===== config.mk =====
export PLATFORM = sky130hd
export DESIGN_NAME = uart_rx
export DESIGN_NICKNAME = d
export VERILOG_FILES = /design/src/rtl/uart_rx.sv
export SDC_FILE = /design/constraint.sdc
export NUM_CORES = 1
export LEC_CHECK = 0
export ABC_AREA = 1
export CORE_AREA = 2 2 73 75
export DETAILED_ROUTE_END_ITERATION = 16
export DIE_AREA = 0 0 75 77
export GPL_TIMING_DRIVEN = 1
export PLACE_DENSITY_LB_ADDON = 0.08
export SYNTH_ARGS = -nofsm -noshare
export SYNTH_HDL_FRONTEND = slang
export SYNTH_SLANG_ARGS = --single-unit

===== constraint.sdc =====
create_clock -name clk -period 1.7 [get_ports clk]
set_input_delay 0.34 -clock clk [delete_from_list [all_inputs] [get_ports clk]]
set_output_delay 0.34 -clock clk [all_outputs]
set_load 0.02 [all_outputs]

===== src/rtl/uart_rx.sv =====
// 8N1 serial receiver: 2-flop pin synchroniser, mid-cell sampling from a baud divider,
// rx_end for good frames, rx_frame_err for a low stop bit, and a BRK state that waits out stuck-low lines.
module uart_rx #(
  parameter int BAUD_DIV = 260
) (
  input  logic       clk,
  input  logic       reset,
  input  logic       rx,
  output logic       rx_busy,
  output logic       rx_end,
  output logic [7:0] rx_data,
  output logic       rx_frame_err
);

  localparam logic [15:0] HALF_M1 = 16'(BAUD_DIV / 2 - 1);
  localparam logic [15:0] FULL_M1 = 16'(BAUD_DIV - 1);

  typedef enum logic [2:0] {IDLE, START, DATA, STOP, BRK} state_t;

  state_t      state, state_nx;
  logic        rx_p0, rx_sync_p1;
  logic [15:0] div_cnt;
  logic [2:0]  bit_cnt;
  logic [7:0]  shift_q;
  logic        half_hit, full_hit;
  logic        shift_en, load_en, err_en, cnt_clr;

  assign half_hit = (div_cnt == HALF_M1);
  assign full_hit = (div_cnt == FULL_M1);
  assign rx_busy  = (state != IDLE);

  always_comb begin
    state_nx = state;
    shift_en = 1'b0;
    load_en  = 1'b0;
    err_en   = 1'b0;
    case (state)
      IDLE:  if (!rx_sync_p1) state_nx = START;
      START: if (half_hit) state_nx = rx_sync_p1 ? IDLE : DATA;
      DATA: begin
        if (full_hit) begin
          shift_en = 1'b1;
          if (bit_cnt == 3'd7) state_nx = STOP;
        end
      end
      STOP: begin
        if (full_hit) begin
          if (rx_sync_p1) begin
            load_en  = 1'b1;
            state_nx = IDLE;
          end else begin
            err_en   = 1'b1;
            state_nx = BRK;
          end
        end
      end
      BRK:     if (rx_sync_p1) state_nx = IDLE;
      default: state_nx = IDLE;
    endcase
    // The divider restarts on every state change and every data sample, and rests at 0 in IDLE.
    cnt_clr = (state_nx != state) || shift_en || (state == IDLE);
  end

  // Stage p0/p1: pin synchroniser
  always_ff @(posedge clk) begin
    if (reset) begin
      rx_p0      <= 1'b1;
      rx_sync_p1 <= 1'b1;
    end else begin
      rx_p0      <= rx;
      rx_sync_p1 <= rx_p0;
    end
  end

  // Frame state, divider and shift register
  always_ff @(posedge clk) begin
    if (reset) begin
      state   <= IDLE;
      div_cnt <= '0;
      bit_cnt <= '0;
      shift_q <= '0;
    end else begin
      state   <= state_nx;
      div_cnt <= cnt_clr ? 16'd0 : div_cnt + 16'd1;
      if (shift_en) begin
        shift_q <= {rx_sync_p1, shift_q[7:1]};
        bit_cnt <= bit_cnt + 3'd1;
      end else if (state != DATA) begin
        bit_cnt <= '0;
      end
    end
  end

  // Registered outputs, updated at the stop-bit sample edge
  always_ff @(posedge clk) begin
    if (reset) begin
      rx_data      <= '0;
      rx_end       <= 1'b0;
      rx_frame_err <= 1'b0;
    end else begin
      rx_end       <= load_en;
      rx_frame_err <= err_en;
      if (load_en) rx_data <= shift_q;
    end
  end

endmodule


---- After elaboration in Yosys (flattened, before gate mapping) ----
Index checks and enable logic that the tools add are counted.
Widths: inputs -> output; s select.
word-level totals
  register bits after elaboration ......... 42
  output and inout port bits .............. 11
  word-level logic and storage cells ...... 46
cells by class
  add/sub/neg operators ................... 2
  eq/ne operators ......................... 9
  multiplexer cells ....................... 17
  bitwise logic cells ..................... 2
  reduce and logical (&&, ||, !) cells .... 7
operator list
  kind                   number
  $mux 3                 9
  $add 16x1->16 const B  1
  $eq 16x8->1 const B    1
  $eq 16x9->1 const B    1
  $pmux 3 s5             1
  $eq 3x2->1 const B     2
  $eq 3x3->1 const B     2
  $mux 1                 6
  $add 3x1->3 const B    1
  $eq 3x1->1 const B     1
  $logic_not 3->1        1
  $ne 3x2->1 const B     1
  $ne 3x3->1             1
  $reduce_bool 3->1      1
  $reduce_or 3->1        1
  $logic_or 1x1->1       2
  $mux 2                 1
  $not 1->1              2
  $reduce_bool 2->1      1
  $reduce_or 2->1        1

---- Depth between registers and ports, before layout ----
Gate-level depths: netlist of the first run.
  word-level depth ........................ 8
  gate-level depth with buffers ........... 12
  gate-level depth less buffers ........... 11

---- Worst setup path before layout of the first run ----
OpenSTA, ideal clock, no wires.
  kind .................................... register to register
  start ................................... register div_cnt[0]
  end ..................................... register div_cnt[14]
  data arrival time ....................... 1586 ps
  data required time ...................... 1579 ps
  slack ................................... -7 ps
  stages on the path, launching flop included .. 10
  path buffers ............................ 1
  period minus slack after synthesis ...... 1707 ps
  cell sequence ........................... dfxtp_1 -> ha_1 -> nand3_2 -> nor2_4 -> nand2_4 -> a21oi_2 -> nand4_1 -> nand3_4 -> buf_12 -> nor2_4
on the way
  longest elaborated chain between the ends .. 7
  elaborated cells between the ends (all ways) .. 13
  those cells by class .................... add/sub (1); eq/ne (3); mux (6); reduce/logical (3)
ends and longest elaborated chain
  item                                               line        text
  from (decl)                                        22          logic [15:0] div_cnt;
  from (signal assigned)                             84          div_cnt <= cnt_clr ? 16'd0 : div_cnt + 16'd1;
  $eq 16x9->1 / $eq 16x8->1 (equally long branches)  29, 28
  $mux 3 (on tied branches)                          47, 39, 41
  $pmux 3 s5                                         37          case (state)
  $ne 3x3->1                                         61          cnt_clr = (state_nx != state) || shift_en || (state == IDLE);
  $logic_or 1x1->1 (2 in series)                     61
  $reduce_or 2->1 (no line)                          -
Parallel ways exist; a longest one is shown, timed or not.
A chain may end at the register's enable or synchronous reset.

---- Worst setup path after layout of the first run ----
  start ................................... register state[1]
  end ..................................... output port rx_busy
on the way
  longest elaborated chain between the ends .. 1
ends and longest elaborated chain
  item                    line  text
  from (decl)             20    state_t state, state_nx;
  from (signal assigned)  83    state <= state_nx;
  $reduce_bool 3->1       30    assign rx_busy = (state != IDLE);
  to (decl)               9     output logic rx_busy,
Every way passes these cells.

==> results of run 1 <==
-- worst max-delay path by stage --
stage / end / cells past startpoint / from / slack, ns
2_1_floorplan: div_cnt[14] / 9 / div_cnt[0] / 0.002
3_3_place_gp: div_cnt[6] / 12 / div_cnt[0] / 0.03
3_5_place_dp: div_cnt[5] / 11 / reset / 0.03
4_1_cts: div_cnt[12] / 9 / div_cnt[1] / 0.009
5_1_grt: rx_busy / 3 / state[1] / -0.006
6_report: rx_busy / 3 / state[1] / 0.09
-- worst reg2reg max path, cell delays in order (launching register included) --
cell	delay, ns
dfxtp_2	0.36
buf_6	0.10
ha_2	0.17
nand3_2	0.06
nor2_2	0.08
nand2_1	0.08
nor2_2	0.14
nor2_1	0.06
nand2_1	0.07
clkinv_2	0.07
nand3_4	0.08
buf_12	0.16
nor2_1	0.05
-- timing repair --
item / in CTS / in global routing
buffers inserted: 0 / 1
setup endpoints to repair: 1 / 25
pin swaps: 0 / 6
gates resized for setup: 3 / 15
-- cell type report --
type	count	area share (%)
sequential	42	33.5
inverter	33	4.95
clock inverter	3	2.72
tap	70	3.46
multi-input combinational	153	39.4
timing repair buffer	35	13.3
clock buffer	5	2.72
-- state kept, by name, summed over array words and instances (netlist names) --
| name | flops |
|---|---|
| bit_cnt | 3 |
| rx_sync_p1 | 1 |
| div_cnt | 16 |
| rx_data | 8 |
| state | 3 |
| rx_end | 1 |
| rx_p0 | 1 |
| shift_q | 8 |
| rx_frame_err | 1 |
-- metrics by stage --
stage               std cells  hold WS, ns
floorplan                 233        0.389
global placement          332        0.392
detailed placement        332        0.399
CTS                       340        0.420
global route              341        0.438
finish                    341        0.414
-- where the power goes --
part	switching (mW)	internal [mW]	leakage (nW)	total, mW
clock network	0.356	0.588	0.0683	0.944
logic	0.0367	0.0279	0.515	0.0646
registers	0.00424	0.987	0.341	0.992
-- kinds of logic after synthesis --
kind of cell,Yosys count,share of synthesized area [%]
AND/OR/NAND/NOR,92,28.3
AO/OA/AOI/OAI,44,11.9
XOR/XNOR,13,5.80
flip-flops,42,42.8
buffers and inverters,38,8.60
adder cells (fa/ha/maj),4,2.55
-- routing by layer --
layer / wire, um / up-vias / global-route usage (%)
li1: - / 834 / -
met1: 1840 / 700 / 19.2
met2: 1600 / 11 / 20.4
met3: 82 / 5 / 3.94
met4: 55 / 0 / 4.82
met5: 0 / - / 0
-- cell usage in the layout (no fill, tap or decap), types with 12 or more instances in the layout --
master / n
dfxtp_1: 37
a21oi_1: 21
o21ai_0: 16
buf_4: 18
nor2_1: 16
inv_1: 31
nor2_4: 12
nand3_1: 13
nand2_1: 19
clkdlybuf4s50_1: 12
==> flow_metrics.env, run 1 <==
export IMPL_final_seq_area_um2=847
export IMPL_placed_cell_area_um2=2340
export IMPL_holdPathStages=1
export IMPL_synth_seq_cells=42
export IMPL_num_io_pins=14
export IMPL_slew_violations=0
export IMPL_die_area_um2=5780
export IMPL_finalSetupViolCount=0
export IMPL_numCtsBuffers=5
export IMPL_fmaxAchievable_mhz=620
export IMPL_port_buffers=13
export IMPL_ant_nets=0
export IMPL_synth_commonest_cells="dfxtp_1, inv_1, a21oi_1, nand2_1, nor2_1"
export IMPL_status="finished clean"
export IMPL_ctsLongestPathBuffers=2
export IMPL_power_leakage_nw=0.924
export IMPL_fill_cells=491
export IMPL_grt_pass1_vias=1427
export IMPL_synthDistinctLibCells=34
export IMPL_die_h_um=77
export IMPL_rsz0062_at_grt="yes"
export IMPL_detailed_place_hpwl_um=2560
export IMPL_synthArstFlopShare_pct=0
export IMPL_clock_latency_ns=0.29
export IMPL_finalPower_mw=2.00
export IMPL_gp_congestion=0.772
export IMPL_avgSynthCellArea_um2=8.43
export IMPL_wl_per_cell_um=10.5
export IMPL_ff2ff_path_depth=12
export IMPL_place_ws_ns=0.0264
export IMPL_cts_tree="done"
export IMPL_antenna_cells=0
export IMPL_start_kind="flip-flop"
export IMPL_drive_above_1_share_pct=27.3
export IMPL_min_period_ns=1.61
export IMPL_holdBufCountCts=0
export IMPL_fin_nets=277
export IMPL_min_to="rx_sync_p1"
export IMPL_ir_drop_mv=0.425
export IMPL_worst_slack_ns=0.0868
export IMPL_drv_cap=0
export IMPL_viasPerCell=4.55
export IMPL_firstDrtPassIters=4
export IMPL_core_um2=4980
export IMPL_synth_area_leader_cell="dfxtp_1"
export IMPL_finClkSkew_ns=0.00608
export IMPL_antenna_found_initial=0
export IMPL_cp_cell_sequence="nor2_1 > nand2_2 > dlygate4sd2_1"
export IMPL_rows=26
export IMPL_yosysMostFrequentCell="dfxtp_1"
export IMPL_final_core_util_pct=50.8
export IMPL_slowest_stage="dfxtp_1"
export IMPL_crit_fanout=4
export IMPL_fin_crit_sh_pct=94.9
export IMPL_syn_to_final_growth_pct=28.8
export IMPL_cp_arrival_ns=1.27
export IMPL_yosysWarnings=0
export IMPL_powerDensity_nw_per_um2=791
export IMPL_hp_start="rx_p0"
export IMPL_tns_ns=0
export IMPL_grt_max_degree=20
export IMPL_dr_total_vias=1550
export IMPL_hp_class="flip-flop to flip-flop"
export IMPL_worstSetupPathType="flip-flop to output pin"
export IMPL_netlist_area_leader_share_pct=42.8
export IMPL_drc_errors=0
export IMPL_critical_path_top_delay_family="flip-flops"
export IMPL_synth_edff_count=0
export IMPL_r2r_start="div_cnt[0]"
export IMPL_clk_pin_slew_ns=0.08
export IMPL_synthFlopType="dfxtp_1"
export IMPL_drtIter0Drc=46
export IMPL_reg2reg_slack_ns=0.12
export IMPL_routed_wl_um=3580
export IMPL_slowest_delay_ns=0.35
export IMPL_grtUsageTotal_pct=13.9
export IMPL_syn_inst=233
export IMPL_initial_core_util_pct=39.5
export IMPL_overflow=0
export IMPL_finalInstanceArea_um2=2530
export IMPL_r2r_end="div_cnt[6]"
export IMPL_synthTopCellsByArea="dfxtp_1, nor2_4, inv_1, a21oi_1, o21ai_0"
export IMPL_htreeDepth=2
export IMPL_hold_viol_final=0
export IMPL_synth_fp_nets=240
export IMPL_ys_seq_area_share_pct=42.8
export IMPL_worst_setup_path_end_kind="output pin"
export IMPL_cp_num_buf_inv=1
export IMPL_cts_sinks=42
export IMPL_timing_slew_headroom_pct=78.3
export IMPL_die_width_um=75
export IMPL_grt_pass1_wl_um=6270
export IMPL_required_ns=1.36
export IMPL_multiInputGateArea_um2=997
export IMPL_clockRootBuffer="clkbuf_8"
export IMPL_netlist_area_um2=1960
export IMPL_worst_pin_slew_ns=0.324
(Power assumes the default switching activity.)
==> run 2, diff against run 1 <==
--- a/config.mk
+++ b/config.mk
@@ -5,10 +5,9 @@
 export SDC_FILE = /design/constraint.sdc
 export NUM_CORES = 1
 export LEC_CHECK = 0
-export ABC_AREA = 1
-export CORE_AREA = 2 2 73 75
+export CORE_AREA = 2 2 69 71
 export DETAILED_ROUTE_END_ITERATION = 16
-export DIE_AREA = 0 0 75 77
+export DIE_AREA = 0 0 71 73
 export GPL_TIMING_DRIVEN = 1
 export PLACE_DENSITY_LB_ADDON = 0.08
 export SYNTH_ARGS = -nofsm -noshare
==> flow_metrics.env, run 2 <==
export IMPL_gp_congestion=0.747
export IMPL_firstDrtPassIters=5
export IMPL_worst_slack_ns=-0.398
export IMPL_rsz0062_at_grt="yes"
export IMPL_powerDensity_nw_per_um2=715
export IMPL_grt_max_degree=27
export IMPL_power_leakage_nw=0.953
export IMPL_cp_common_cell="or4_4"
export IMPL_synthTopCellsByArea="dfxtp_1, mux2i_1, nor2_1, xnor2_1, xor2_1"
export IMPL_antenna_found_initial=0
export IMPL_final_core_util_pct=52.9
export IMPL_min_period_ns=2.10
export IMPL_holdBufCountCts=0
export IMPL_ctsLongestPathBuffers=2
export IMPL_overflow=0
export IMPL_rows=25
export IMPL_largest_register="div_cnt"
export IMPL_ant_nets=0
export IMPL_netlist_area_leader_share_pct=47.2
export IMPL_drv_cap=0
export IMPL_ys_seq_area_share_pct=47.2
export IMPL_worst_pin_slew_ns=0.407
export IMPL_grt_pass1_wl_um=6440
export IMPL_drtIter0Drc=71
export IMPL_clockRootBuffer="clkbuf_8"
export IMPL_final_cell_mix="dfxtp_1, nor2_1, buf_4"
export IMPL_finalSetupViolCount=38
export IMPL_ir_drop_mv=0.429
export IMPL_finClkSkew_ns=0.00675
export IMPL_worst_setup_path_end_kind="flip-flop"
export IMPL_synthDistinctLibCells=31
export IMPL_yosysMostFrequentCell="dfxtp_1"
export IMPL_die_width_um=71
export IMPL_synth_area_leader_cell="dfxtp_1"
export IMPL_synth_xor_area_share_pct=7.37
export IMPL_netlist_area_um2=1780
export IMPL_cts_tree="done"
export IMPL_hp_class="flip-flop to flip-flop"
export IMPL_fmaxAchievable_mhz=477
export IMPL_violations="negative setup slack"
export IMPL_synth_edff_count=0
export IMPL_largest_reg_flops=16
export IMPL_slowest_delay_ns=0.54
export IMPL_avgSynthCellArea_um2=9.38
export IMPL_clock_latency_ns=0.30
export IMPL_grt_pass1_vias=1432
export IMPL_final_common_cell="dfxtp_1"
export IMPL_synth_simple_area_share_pct=26.7
export IMPL_place_ws_ns=-0.404
export IMPL_htreeDepth=2
export IMPL_worstSetupPathType="flip-flop to flip-flop"
export IMPL_slowest_stage="or4_4"
export IMPL_yosysWarnings=0
export IMPL_hold_slack_ns=0.438
export IMPL_crit_fanout=8
export IMPL_initial_core_util_pct=39.3
export IMPL_dr_total_vias=1469
export IMPL_fin_crit_sh_pct=123
export IMPL_port_buffers=13
export IMPL_syn_to_final_growth_pct=34.6
export IMPL_synth_top_family_by_area="simple AND/OR/NAND/NOR gates"
export IMPL_routed_wl_um=3800
export IMPL_cts_sinks=42
export IMPL_finalPower_mw=1.71
export IMPL_synthFlopType="dfxtp_1"
export IMPL_viasPerCell=5.05
export IMPL_synthAdderAreaFrac_pct=2.81
export IMPL_synth_area_mux_share_pct=10.1
export IMPL_antenna_cells=0
export IMPL_cp_cell_sequence="or4_4 > or3_4 > or4_4 > nand3_4 > nor3_2"
export IMPL_required_ns=1.88
export IMPL_synth_seq_cells=42
export IMPL_cp_arrival_ns=2.28
export IMPL_drive_above_1_share_pct=30.0
export IMPL_num_io_pins=14
export IMPL_hold_viol_final=0
export IMPL_reg_top3="div_cnt (16), rx_data (8), shift_q (8)"
export IMPL_core_um2=4540
export IMPL_slew_violations=0
export IMPL_synth_commonest_cells="dfxtp_1, nor2_1, mux2i_1"
export IMPL_critical_path_top_delay_family="simple AND/OR/NAND/NOR gates"
export IMPL_wl_per_cell_um=13.0
export IMPL_die_area_um2=5180
export IMPL_timing_slew_headroom_pct=72.7
export IMPL_numCtsBuffers=5
export IMPL_die_h_um=73
export IMPL_grtUsageTotal_pct=15.9
export IMPL_synthArstFlopShare_pct=0
export IMPL_clk_pin_slew_ns=0.09
export IMPL_drc_errors=0
export IMPL_synth_fp_nets=197
export IMPL_status="finished with violations"
export IMPL_syn_inst=190
export IMPL_synth_compound_area_share_pct=3.30
export IMPL_cp_num_buf_inv=0
export IMPL_detailed_place_hpwl_um=2580
export IMPL_fin_nets=243
export IMPL_start_kind="flip-flop"
[run 2: changes by cell type after synthesis, moves of 12 or more]
cell     change
nor2_4      -12
mux2i_1     +18
nor2_1      +18
a21oi_1     -18
inv_1       -27
nand2_1     -13
o21ai_0     -14
[run 2: cell type report]
type                            instances  area, um^2
Clock buffer                            5        68.8
Clock inverter                          3        25.0
Fill cell                             409        2140
Inverter                                4        15.0
Multi-Input combinational cell        139        1010
Sequential cell                        42         846
Tap cell                               54        67.6
Timing Repair Buffer                   44         369
[run 2: routing by layer]
| layer | GRT usage [%] | part of all wire (%) | routed length (um) |
|---|---|---|---|
| met5 | 0 | 0 | 0 |
| met4 | 5.66 | 0.66 | 25 |
| met3 | 4.56 | 2.7 | 101 |
| met2 | 28.5 | 52 | 1980 |
| met1 | 18.2 | 45 | 1690 |
[run 2: what timing repair did]
action                                  CTS  global route
endpoints found under the setup margin   40            41
cloned                                    1             0
buffers inserted                          1             0
pin swaps                                 3            15
resized for setup                         6            19
[run 2: metrics by stage]
step | TNS, ns | instance area, um^2 | std cells
after floorplan | -10.87 | 1800 | 190
after global placement | -11.31 | 2190 | 281
after detailed placement | -12.47 | 2190 | 281
after CTS | -11.35 | 2330 | 291
after global routing | -14.06 | 2400 | 291
final | -10.64 | 2400 | 291
[run 2: cell families after synthesis]
group / Yosys count
muxes: 18
AOI/OAI and AO/OA: 9
adders and majority gates: 4
buffers and inverters: 10
xor gates and xnor gates: 15
and+or+nand+nor: 92
DFF: 42
[run 2: final timing paths]
check         startpoint         end  slack, ns  cells past startpoint
max reg2reg  div_cnt[10]  div_cnt[2]      -0.40                      5
max          div_cnt[10]  div_cnt[2]      -0.40                      5
min                rx_p0  rx_sync_p1       0.44                      1
min reg2reg        rx_p0  rx_sync_p1       0.44                      1
[run 2: power breakdown]
group	leakage (nW)	switching [mW]	total (mW)	internal (mW)
Clock	0.0447	0.364	0.660	0.296
Combinational	0.568	0.0377	0.0632	0.0255
Sequential	0.341	0.00413	0.991	0.987
==> run 3, diff against run 2 <==
--- a/config.mk
+++ b/config.mk
@@ -5,9 +5,11 @@
 export SDC_FILE = /design/constraint.sdc
 export NUM_CORES = 1
 export LEC_CHECK = 0
-export CORE_AREA = 2 2 69 71
+export CELL_PAD_IN_SITES_DETAIL_PLACEMENT = 1
+export CELL_PAD_IN_SITES_GLOBAL_PLACEMENT = 1
+export CORE_AREA = 2 2 71 73
 export DETAILED_ROUTE_END_ITERATION = 16
-export DIE_AREA = 0 0 71 73
+export DIE_AREA = 0 0 73 75
 export GPL_TIMING_DRIVEN = 1
 export PLACE_DENSITY_LB_ADDON = 0.08
 export SYNTH_ARGS = -nofsm -noshare
==> flow_metrics.env, run 3 (synthesis results as in run 2) <==
export IMPL_die_area_um2=5480
export IMPL_worstSetupPathType="flip-flop to flip-flop"
export IMPL_placed_cell_area_um2=2190
export IMPL_cp_arrival_ns=2.27
export IMPL_worst_setup_path_end_kind="flip-flop"
export IMPL_fmaxAchievable_mhz=480
export IMPL_ant_nets=0
export IMPL_viasPerCell=5.11
export IMPL_hp_class="flip-flop to flip-flop"
export IMPL_antenna_cells=0
export IMPL_numCtsBuffers=5
export IMPL_dr_total_vias=1496
export IMPL_min_period_ns=2.08
export IMPL_wl_per_cell_um=14.8
export IMPL_worst_pin_slew_ns=0.465
export IMPL_largest_register="div_cnt"
export IMPL_status="finished with violations"
export IMPL_firstDrtPassIters=4
export IMPL_overflow=0
export IMPL_slowest_stage="or4_4"
export IMPL_clock_latency_ns=0.30
export IMPL_start_kind="flip-flop"
export IMPL_powerDensity_nw_per_um2=710
export IMPL_detailed_place_hpwl_um=3080
export IMPL_cp_cell_sequence="or4_4 > or3_4 > or4_4 > nand3_4 > nor3_1"
export IMPL_grtUsageTotal_pct=18.1
export IMPL_initial_core_util_pct=38.2
export IMPL_ctsLongestPathBuffers=2
export IMPL_required_ns=1.89
export IMPL_reg_top3="div_cnt (16), rx_data (8), shift_q (8)"
export IMPL_drv_cap=0
export IMPL_grt_pass1_wl_um=7420
export IMPL_final_core_util_pct=51.7
export IMPL_drc_errors=0
export IMPL_slew_violations=0
export IMPL_cp_common_cell="or4_4"
export IMPL_hold_slack_ns=0.430
export IMPL_grt_pass1_vias=1573
export IMPL_die_width_um=73
export IMPL_grt_max_degree=27
export IMPL_core_um2=4660
export IMPL_drive_above_1_share_pct=28.0
export IMPL_finClkSkew_ns=0.00879
export IMPL_worst_slack_ns=-0.384
export IMPL_routed_wl_um=4330
export IMPL_antenna_found_initial=0
export IMPL_violations="negative setup slack"
export IMPL_final_cell_mix="dfxtp_1, nor2_1, buf_4"
export IMPL_syn_to_final_growth_pct=35.1
export IMPL_clockRootBuffer="clkbuf_8"
export IMPL_cts_sinks=42
export IMPL_gp_congestion=0.757
export IMPL_finalInstanceArea_um2=2410
export IMPL_power_leakage_nw=0.973
export IMPL_fin_nets=245
export IMPL_crit_fanout=8
export IMPL_rsz0062_at_grt="yes"
export IMPL_die_h_um=75
export IMPL_hold_viol_final=0
export IMPL_timing_slew_headroom_pct=68.8
export IMPL_cts_tree="done"
export IMPL_num_io_pins=14
export IMPL_finalPower_mw=1.71
export IMPL_final_common_cell="dfxtp_1"
export IMPL_htreeDepth=2
export IMPL_slowest_delay_ns=0.54
export IMPL_ir_drop_mv=0.389
export IMPL_finalSetupViolCount=39
export IMPL_holdBufCountCts=0
export IMPL_drtIter0Drc=51
export IMPL_clk_pin_slew_ns=0.08
export IMPL_fin_crit_sh_pct=123
export IMPL_rows=25
export IMPL_largest_reg_flops=16
export IMPL_port_buffers=13
run 3: cell count changes in the layout (fill, tap and decap cells not counted), sizes merged:
cell,previous run,this run
buf,31,33
run 3: final cells by class:
cell class	instances	area [um^2]
inverters	4	15.0
fillers	547	2250
clock inverters	3	25.0
clock buffers	5	68.8
well taps	54	67.6
flip-flops and latches	42	847
repair buffers	46	408
multi-input cells	139	976
run 3: stage by stage:
step | worst slack, ns | std cells | setup TNS (ns)
2_1_floorplan | -0.409 | 190 | -10.87
3_3_place_gp | -0.376 | 281 | -10.89
3_5_place_dp | -0.456 | 281 | -13.44
4_1_cts | -0.383 | 293 | -11.27
5_1_grt | -0.448 | 293 | -13.89
6_report | -0.384 | 293 | -11.04
run 3: path summary, 6_finish.rpt:
kind / startpoint / to / slack, ns / depth (start not counted)
worst max-delay path: div_cnt[4] / div_cnt[7] / -0.38 / 5
worst max register to register: div_cnt[4] / div_cnt[7] / -0.38 / 5
worst min-delay path: rx_p0 / rx_sync_p1 / 0.43 / 1
worst min register to register: rx_p0 / rx_sync_p1 / 0.43 / 1
run 3: repair_timing:
item / in CTS / in global routing
setup endpoints to repair: 40 / 40
resized for setup: 16 / 5
pin swaps: 8 / 4
buffers inserted: 3 / 0
cloned: 1 / 0
run 3: per-layer routing:
metal  vias to the layer above  part of all wire, %  wire [um]  track usage, %
met2                        19                   54       2340            33.4
met5                         -                    0          0               0
met4                         0                  2.0         85            8.02
met1                       715                   42       1800            19.9
met3                        10                  2.4        105            4.02
li1                        752                    -          -               -
run 3: where the power goes:
group | leakage (nW) | switching, mW | internal, mW
Combinational | 0.587 | 0.0345 | 0.0244
Clock | 0.0447 | 0.363 | 0.296
Sequential | 0.341 | 0.00389 | 0.987
run 3: worst max-delay path: cells and delay by family, from the launching register on:
kind / cells / cell delay, ns
flip-flops: 1 / 0.33
AND/OR/NAND/NOR: 5 / 1.64
